==> src/rtl/pc_fetch_ctrl.sv <==
// Fetch controller: sequences PC through BOOT/REQ/HOLD, hands fetched words to decode, applies redirects.
// Optional macro PC_MISALIGN_TRAP_EN: misaligned redirect targets trap to TRAP_VECTOR instead of being word-aligned.
module pc_fetch_ctrl #(
  parameter int              SIZE        = 32,
  parameter logic [SIZE-1:0] RESET_ADDR  = SIZE'(32'h0000_0000),
  parameter logic [SIZE-1:0] TRAP_VECTOR = SIZE'(32'h0000_0010)
) (
  input  logic            CLK,
  input  logic            RESET_N,
  input  logic [SIZE-1:0] PC,
  output logic [SIZE-1:0] PC_in,
  output logic            imem_req,
  output logic [SIZE-1:0] imem_addr,
  input  logic            imem_ack,
  input  logic [SIZE-1:0] imem_rdata,
  output logic [SIZE-1:0] instr,
  output logic            instr_valid,
  input  logic            instr_ready,
  input  logic            redirect,
  input  logic [SIZE-1:0] redirect_target,
  output logic            misalign,
  output logic [31:0]     fetch_count
);

  typedef enum logic [1:0] {BOOT, REQ, HOLD} state_t;

  state_t          state_q, state_d;
  logic            imem_req_q, imem_req_d;
  logic [SIZE-1:0] instr_q, instr_d;
  logic            instr_valid_q, instr_valid_d;
  logic [31:0]     fetch_count_q, fetch_count_d;
  logic            pend_q, pend_d;
  logic [SIZE-1:0] pend_tgt_q, pend_tgt_d;
  logic [SIZE-1:0] pc_next;
  logic            mis;

  // Returns {misalign, applied_pc} for a redirect target.
  function automatic logic [SIZE:0] apply_target(input logic [SIZE-1:0] t);
`ifdef PC_MISALIGN_TRAP_EN
    if (t[1:0] != 2'b00) return {1'b1, TRAP_VECTOR};
    return {1'b0, t};
`else
    return {1'b0, t[SIZE-1:2], 2'b00};
`endif
  endfunction

`ifndef PC_MISALIGN_TRAP_EN
  logic unused_trap_vector;
  assign unused_trap_vector = ^TRAP_VECTOR;
`endif

  always_comb begin
    state_d       = state_q;
    imem_req_d    = imem_req_q;
    instr_d       = instr_q;
    instr_valid_d = instr_valid_q;
    fetch_count_d = fetch_count_q;
    pend_d        = pend_q;
    pend_tgt_d    = pend_tgt_q;
    pc_next       = PC;
    mis           = 1'b0;
    case (state_q)
      BOOT: begin
        pc_next    = RESET_ADDR;
        state_d    = REQ;
        imem_req_d = 1'b1;
        pend_d     = 1'b0;
      end
      REQ: begin
        if (imem_ack) begin
          // A redirect seen during this fetch (or on its ack) discards the word.
          if (redirect || pend_q) begin
            {mis, pc_next} = apply_target(redirect ? redirect_target : pend_tgt_q);
            pend_d     = 1'b0;
            state_d    = REQ;
            imem_req_d = 1'b1;
          end else begin
            instr_d       = imem_rdata;
            instr_valid_d = 1'b1;
            state_d       = HOLD;
            imem_req_d    = 1'b0;
          end
        end else if (redirect) begin
          pend_d     = 1'b1;
          pend_tgt_d = redirect_target;
        end
      end
      HOLD: begin
        if (redirect) begin
          {mis, pc_next} = apply_target(redirect_target);
          instr_valid_d  = 1'b0;
          state_d        = REQ;
          imem_req_d     = 1'b1;
        end else if (instr_ready) begin
          pc_next       = PC + SIZE'(4);
          instr_valid_d = 1'b0;
          fetch_count_d = fetch_count_q + 32'd1;
          state_d       = REQ;
          imem_req_d    = 1'b1;
        end
      end
      default: begin
        state_d    = BOOT;
        imem_req_d = 1'b0;
      end
    endcase
    if (!RESET_N) begin
      pc_next = RESET_ADDR;
      mis     = 1'b0;
    end
  end

  always_ff @(posedge CLK) begin
    if (!RESET_N) begin
      state_q       <= BOOT;
      imem_req_q    <= 1'b0;
      instr_q       <= '0;
      instr_valid_q <= 1'b0;
      fetch_count_q <= '0;
      pend_q        <= 1'b0;
      pend_tgt_q    <= '0;
    end else begin
      state_q       <= state_d;
      imem_req_q    <= imem_req_d;
      instr_q       <= instr_d;
      instr_valid_q <= instr_valid_d;
      fetch_count_q <= fetch_count_d;
      pend_q        <= pend_d;
      pend_tgt_q    <= pend_tgt_d;
    end
  end

  assign PC_in       = pc_next;
  assign imem_req    = imem_req_q;
  assign imem_addr   = PC;
  assign instr       = instr_q;
  assign instr_valid = instr_valid_q;
  assign misalign    = mis;
  assign fetch_count = fetch_count_q;

endmodule

==> config.mk <==
export PLATFORM = sky130hd
export DESIGN_NAME = pc_fetch_ctrl
export DESIGN_NICKNAME = d
export VERILOG_FILES = /design/src/rtl/pc_fetch_ctrl.sv
export SDC_FILE = /design/constraint.sdc
export NUM_CORES = 1
export LEC_CHECK = 0
export BUFFER_PORTS_ARGS = -buffer_cell sky130_fd_sc_hd__buf_2
export CORE_UTILIZATION = 50
export CTS_CLUSTER_DIAMETER = 50
export DETAILED_ROUTE_END_ITERATION = 8
export GPL_TIMING_DRIVEN = 0
export HOLD_SLACK_MARGIN = 0.05
export PLACE_DENSITY = 0.84
export SKIP_CTS_REPAIR_TIMING = 1
export SLEW_MARGIN = 40
export SYNTH_ARGS = -nofsm -noshare
export SYNTH_HDL_FRONTEND = slang
export SYNTH_SLANG_ARGS = --single-unit
export TNS_END_PERCENT = 50
==> constraint.sdc <==
create_clock -name CLK -period 2.65 [get_ports CLK]
set_clock_uncertainty 0.05 [all_clocks]
set_input_delay 0.1325 -clock CLK [delete_from_list [all_inputs] [get_ports CLK]]
set_output_delay 0.1325 -clock CLK [all_outputs]
set_load 0.05 [all_outputs]
After elaboration in Yosys (flattened, before gate mapping)
Index checks and enable logic that the tools add are counted.
{"block": "totals", "reg_bits": 101, "input_bits": 101, "output_inout_bits": 131, "word_cells": 57}
{"block": "classes", "addsub": 2, "n_eq_ne": 7, "muxes": 26, "bitwise_logic": 3, "reduce_logical": 11}
{"cell": "32-bit two-way mux", "n": 6}
{"cell": "32-bit one-hot mux with 3 select lines", "n": 1}
{"cell": "32-bit by 1-bit adder with 32-bit output, second input constant", "n": 1}
{"cell": "32-bit by 3-bit adder with 32-bit output, second input constant", "n": 1}
{"cell": "3-bit AND reduction", "n": 4}
{"cell": "1-bit two-way mux", "n": 11}
{"cell": "3-bit inequality test, second input constant", "n": 3}
{"cell": "2-bit two-way mux", "n": 4}
{"cell": "2-bit one-hot mux with 3 select lines", "n": 1}
{"cell": "2-bit inequality test, second input constant", "n": 2}
{"cell": "1-bit one-hot mux with 2 select lines", "n": 2}
{"cell": "2-bit AND reduction", "n": 2}
{"cell": "4-bit AND reduction", "n": 1}
{"cell": "2-bit nonzero test", "n": 2}
{"cell": "1-bit inverter", "n": 3}
{"cell": "1-bit one-hot mux with 3 select lines", "n": 1}
{"cell": "2-bit by 1-bit equality test with 1-bit output, second input constant", "n": 1}
{"cell": "2-bit equality test, second input constant", "n": 1}
{"cell": "2-bit zero test", "n": 1}
{"cell": "1-bit logical OR", "n": 1}

Longest topological paths before layout
{"block": "logic_depth", "word_depth": 5, "ltp_mapped": 8, "depth_no_buf": 6}

Least setup slack after synthesis
No wires, ideal clock.
{"block": "synth_path", "kind": "register to output", "from": "register state_q[0]", "to": "output port PC_in[24]", "arrival_ps": 4183, "required_ps": 2467, "slack_ps": -1715, "path_stages_with_launch": 7, "n_path_buf": 2, "cell_sequence": "dfxtp_1 > clkbuf_1 > clkbuf_1 > nor2_1 > a2111oi_0 > a21oi_1 > a2111oi_0"}
{"block": "synth_between", "elab_chain_cells": 3}
{"item": "start: declaration", "line_no": "27", "rtl": "state_t state_q, state_d;"}
{"item": "start signal: assignment", "line_no": "123", "rtl": "state_q <= state_d;"}
{"item": "2-bit equality test (tied with other cells)", "line_no": "62", "rtl": "case (state_q)"}
{"item": "32-bit one-hot mux with 3 select lines *", "line_no": "62"}
{"item": "32-bit two-way mux *", "line_no": "107", "rtl": "if (!RESET_N) begin"}
{"item": "end: declaration", "line_no": "11", "rtl": "output logic [SIZE-1:0] PC_in,"}
Mark *: on every way between the ends. The rest lies on a longest branch, timed or not.

Final worst setup path
{"block": "layout_path", "from": "register pend_q", "to": "output port PC_in[10]"}
{"block": "layout_between", "elab_chain_cells": 5}
{"item": "start: declaration", "line_no": "32", "rtl": "logic pend_q, pend_d;"}
{"item": "start signal: assignment", "line_no": "128", "rtl": "pend_q <= pend_d;"}
{"item": "1-bit logical OR", "line_no": "72", "rtl": "if (redirect || pend_q) begin"}
{"item": "32-bit two-way mux", "line_no": "72"}
{"item": "32-bit two-way mux", "line_no": "70", "rtl": "if (imem_ack) begin"}
{"item": "32-bit one-hot mux with 3 select lines", "line_no": "62"}
{"item": "32-bit two-way mux", "line_no": "107"}
No other way between the ends.

==> qor.yml <==
gp_congestion: 1.016
clockBufferDepth: 2
route.detailed.drc: 0
final_nets: 1336
slowest_delay_ns: 0.63
hold_path_class: "in2reg"
vdd_drop_max_uv: 524.3
yosys.cell_count.top_type: "nand2_1"
path_cells: "clkbuf_2 -> o21ai_0 -> a2111oi_1 -> o21ai_0 -> a21oi_1 -> buf_2"
stdcell_count: 1410
postSynthCellCount: 934
p_per_area_mw_per_mm2: 447.5
yosysTopAreaCell: "dfxtp_1"
end_kind: "output pin"
placement.io_buffers: 224
grt_pass1_wl_um: 36990
layout-drive-gt1-share_pct: 26.82
start_util_pct: 51.42
rows: 41
ys_seq_area_share_pct: 30.24
critPathMaxFanout: 10
slowest_stage: "a2111oi_1"
ios: 232
syn_nets: 1037
drv_slew: 0
worst_slack_ns: 0.01065
routed_wl_um: 26440
cp-start-kind: "register"
grt_setup_unrepaired: "true"
cts_sinks: 98
diodes: 0
viasPerCell: 5.982
synth_top_area_share_pct: 30.24
fin_crit_sh_pct: 99.60
ctsRootBufferMaster: "clkbuf_16"
critPathMostFrequentCell: "o21ai_0"
path_clk_slew_ns: 0.07
wl_per_cell_um: 18.75
critical_path.top_delay_family: "compound AO/OA/AOI/OAI gates"
die_w_um: 115.9
coreArea_sq_mm: 0.01262
num_vias: 8435
cp.required_ns: 2.47
status: "finished, final reports clean"
synthFlopType: "dfxtp_1"
cp.arrival_ns: 2.46
max_freq_ghz: 0.3789
tightest_slew_ns: 0.7459
synth_edf_count: 0
finalSetupViolCount: 0
antenna_found_initial: 0
grt_pass1_vias: 6869
grt_use_total_pct: 35.96
hpwl_um: 18540
h-tree-depth: 3
finalHoldViolations: 0
ys_ff_latch: 98
yosys_warnings: 0
whs_ns: 0.3694
clock_latency_ns: 0.35
criticalPathCategory: "reg2out"
ys_types: 58
final.fill_count: 1056
postRouteAntennaNets: 0
period_needed_ns: 2.639
area_growth_pct: 38.35
grt_overflow: 0
dpl.cell_count: 1330
cts-buffers-inserted: 9
first_iter_violations: 1118
synth.top_cells.by_count: "164 x nand2_1, 118 x a21oi_1, 98 x dfxtp_1"
die_h_um: 115.9
async_flop_share_pct: 0
drt_pass1_iterations: 6
syn_avg_cell_area_sq_um: 6.947
cts_tree: "done"
relSlewSlack_pct: 49.86
path_buf_inv: 2
p_leak_nw: 3.711
die-area_sq_mm: 0.01344
synth_area_leaders: "dfxtp_1 30%, nand2_1 9.5%, a21oi_1 9.1%, buf_4 3.8%, clkbuf_1 3.8%"
cap_violations: 0
place_ws_ns: -0.2248
grt_max_degree: 20
synth_area_sq_mm: 0.006489
==> path summary, 6_finish.rpt <==
path	cells after the start	start	end	slack, ns
setup / recovery	6	pend_q	PC_in[10]	0.01
hold / removal	4	instr_ready	fetch_count[1]	0.37
setup reg to reg	6	fetch_count[3]	fetch_count[30]	0.24
hold reg to reg	2	instr[16]	instr[16]	0.41
==> final cells by class <==
class | instances | area (sq um) | share of cell area (%)
clock buffers | 9 | 225.2 | 2.509
repair buffers | 290 | 1788 | 19.92
multi-input cells | 707 | 4046 | 45.07
inverters | 22 | 82.58 | 0.9199
clock inverters | 7 | 93.84 | 1.045
flip-flops and latches | 98 | 1963 | 21.87
plain buffers | 105 | 563.0 | 6.272
well taps | 172 | 215.2 | 2.397
==> layer usage <==
| layer | global-route usage [%] | wire length [um] |
|---|---|---|
| met5 | 0 | 0 |
| met4 | 13.08 | 775 |
| met3 | 10.46 | 3225 |
| met2 | 52.94 | 11870 |
| met1 | 49.63 | 10570 |
==> power breakdown <==
group	internal (W)	total [W]	leakage (nW)	switching [W]
clock	0.000758	0.00139	0.153	0.000631
sequential	0.00151	0.00153	0.794	0.0000217
combinational	0.000357	0.00110	2.76	0.000743
total	0.00262	0.00402	3.71	0.00140
==> kinds of logic (layout without fill, tap and decap cells) <==
kind of cell	after synthesis	after routing	share of synthesized area, %
buf+inv	129	433	9.506
fa+ha+maj	2	2	0.3856
compound gates	265	265	24.22
mux	13	13	2.025
xor+xnor	33	33	4.454
simple gates	393	393	29.12
flops	98	98	30.24
other cells	1	1	0.05779
==> cells in the final DEF (no fill, tap or decap), types with 10 or more instances in the layout <==
master	n
clkbuf_2	20
mux2i_1	12
a21oi_1	115
a31oi_1	19
nand3b_1	13
dfxtp_1	97
buf_4	39
o21ai_0	42
o22ai_1	18
clkbuf_1	47
o211ai_1	11
or3_1	10
nand4_1	16
nand3_1	37
inv_1	21
dlygate4sd3_1	62
and2_1	11
nor2b_1	11
nand2_1	163
nor3_1	16
nor2_1	62
xnor2_1	24
buf_2	220
nor4_1	17
==> flip-flops by register name, summed over array words and instances, names as in the netlist <==
name,cells
fetch_count,32
instr,32
pend_tgt_q,30
state_q,2
instr_valid,1
pend_q,1
==> tightest hold or removal path: cells and delay by family <==
family | cells | cell delay, ns
AOI/OAI and AO/OA | 1 | 0.05
buffers and inverters | 2 | 0.39
and+or+nand+nor | 1 | 0.15
==> through the flow <==
stage | TNS, ns | util, % | area (sq um) | power (W)
after global routing | -0.1725 | 71.14 | 8977 | 0.004144
final | 0 | 71.14 | 8977 | 0.004018
after detailed placement | -1.767 | 62.57 | 7896 | 0.002523
after floorplan | -0.2941 | - | 6546 | 0.002196
after CTS | -11.87 | 65.10 | 8215 | 0.003897
after global placement | -3.422 | 62.46 | 7883 | 0.002519
No activity file was read; power rests on OpenSTA's default activity.
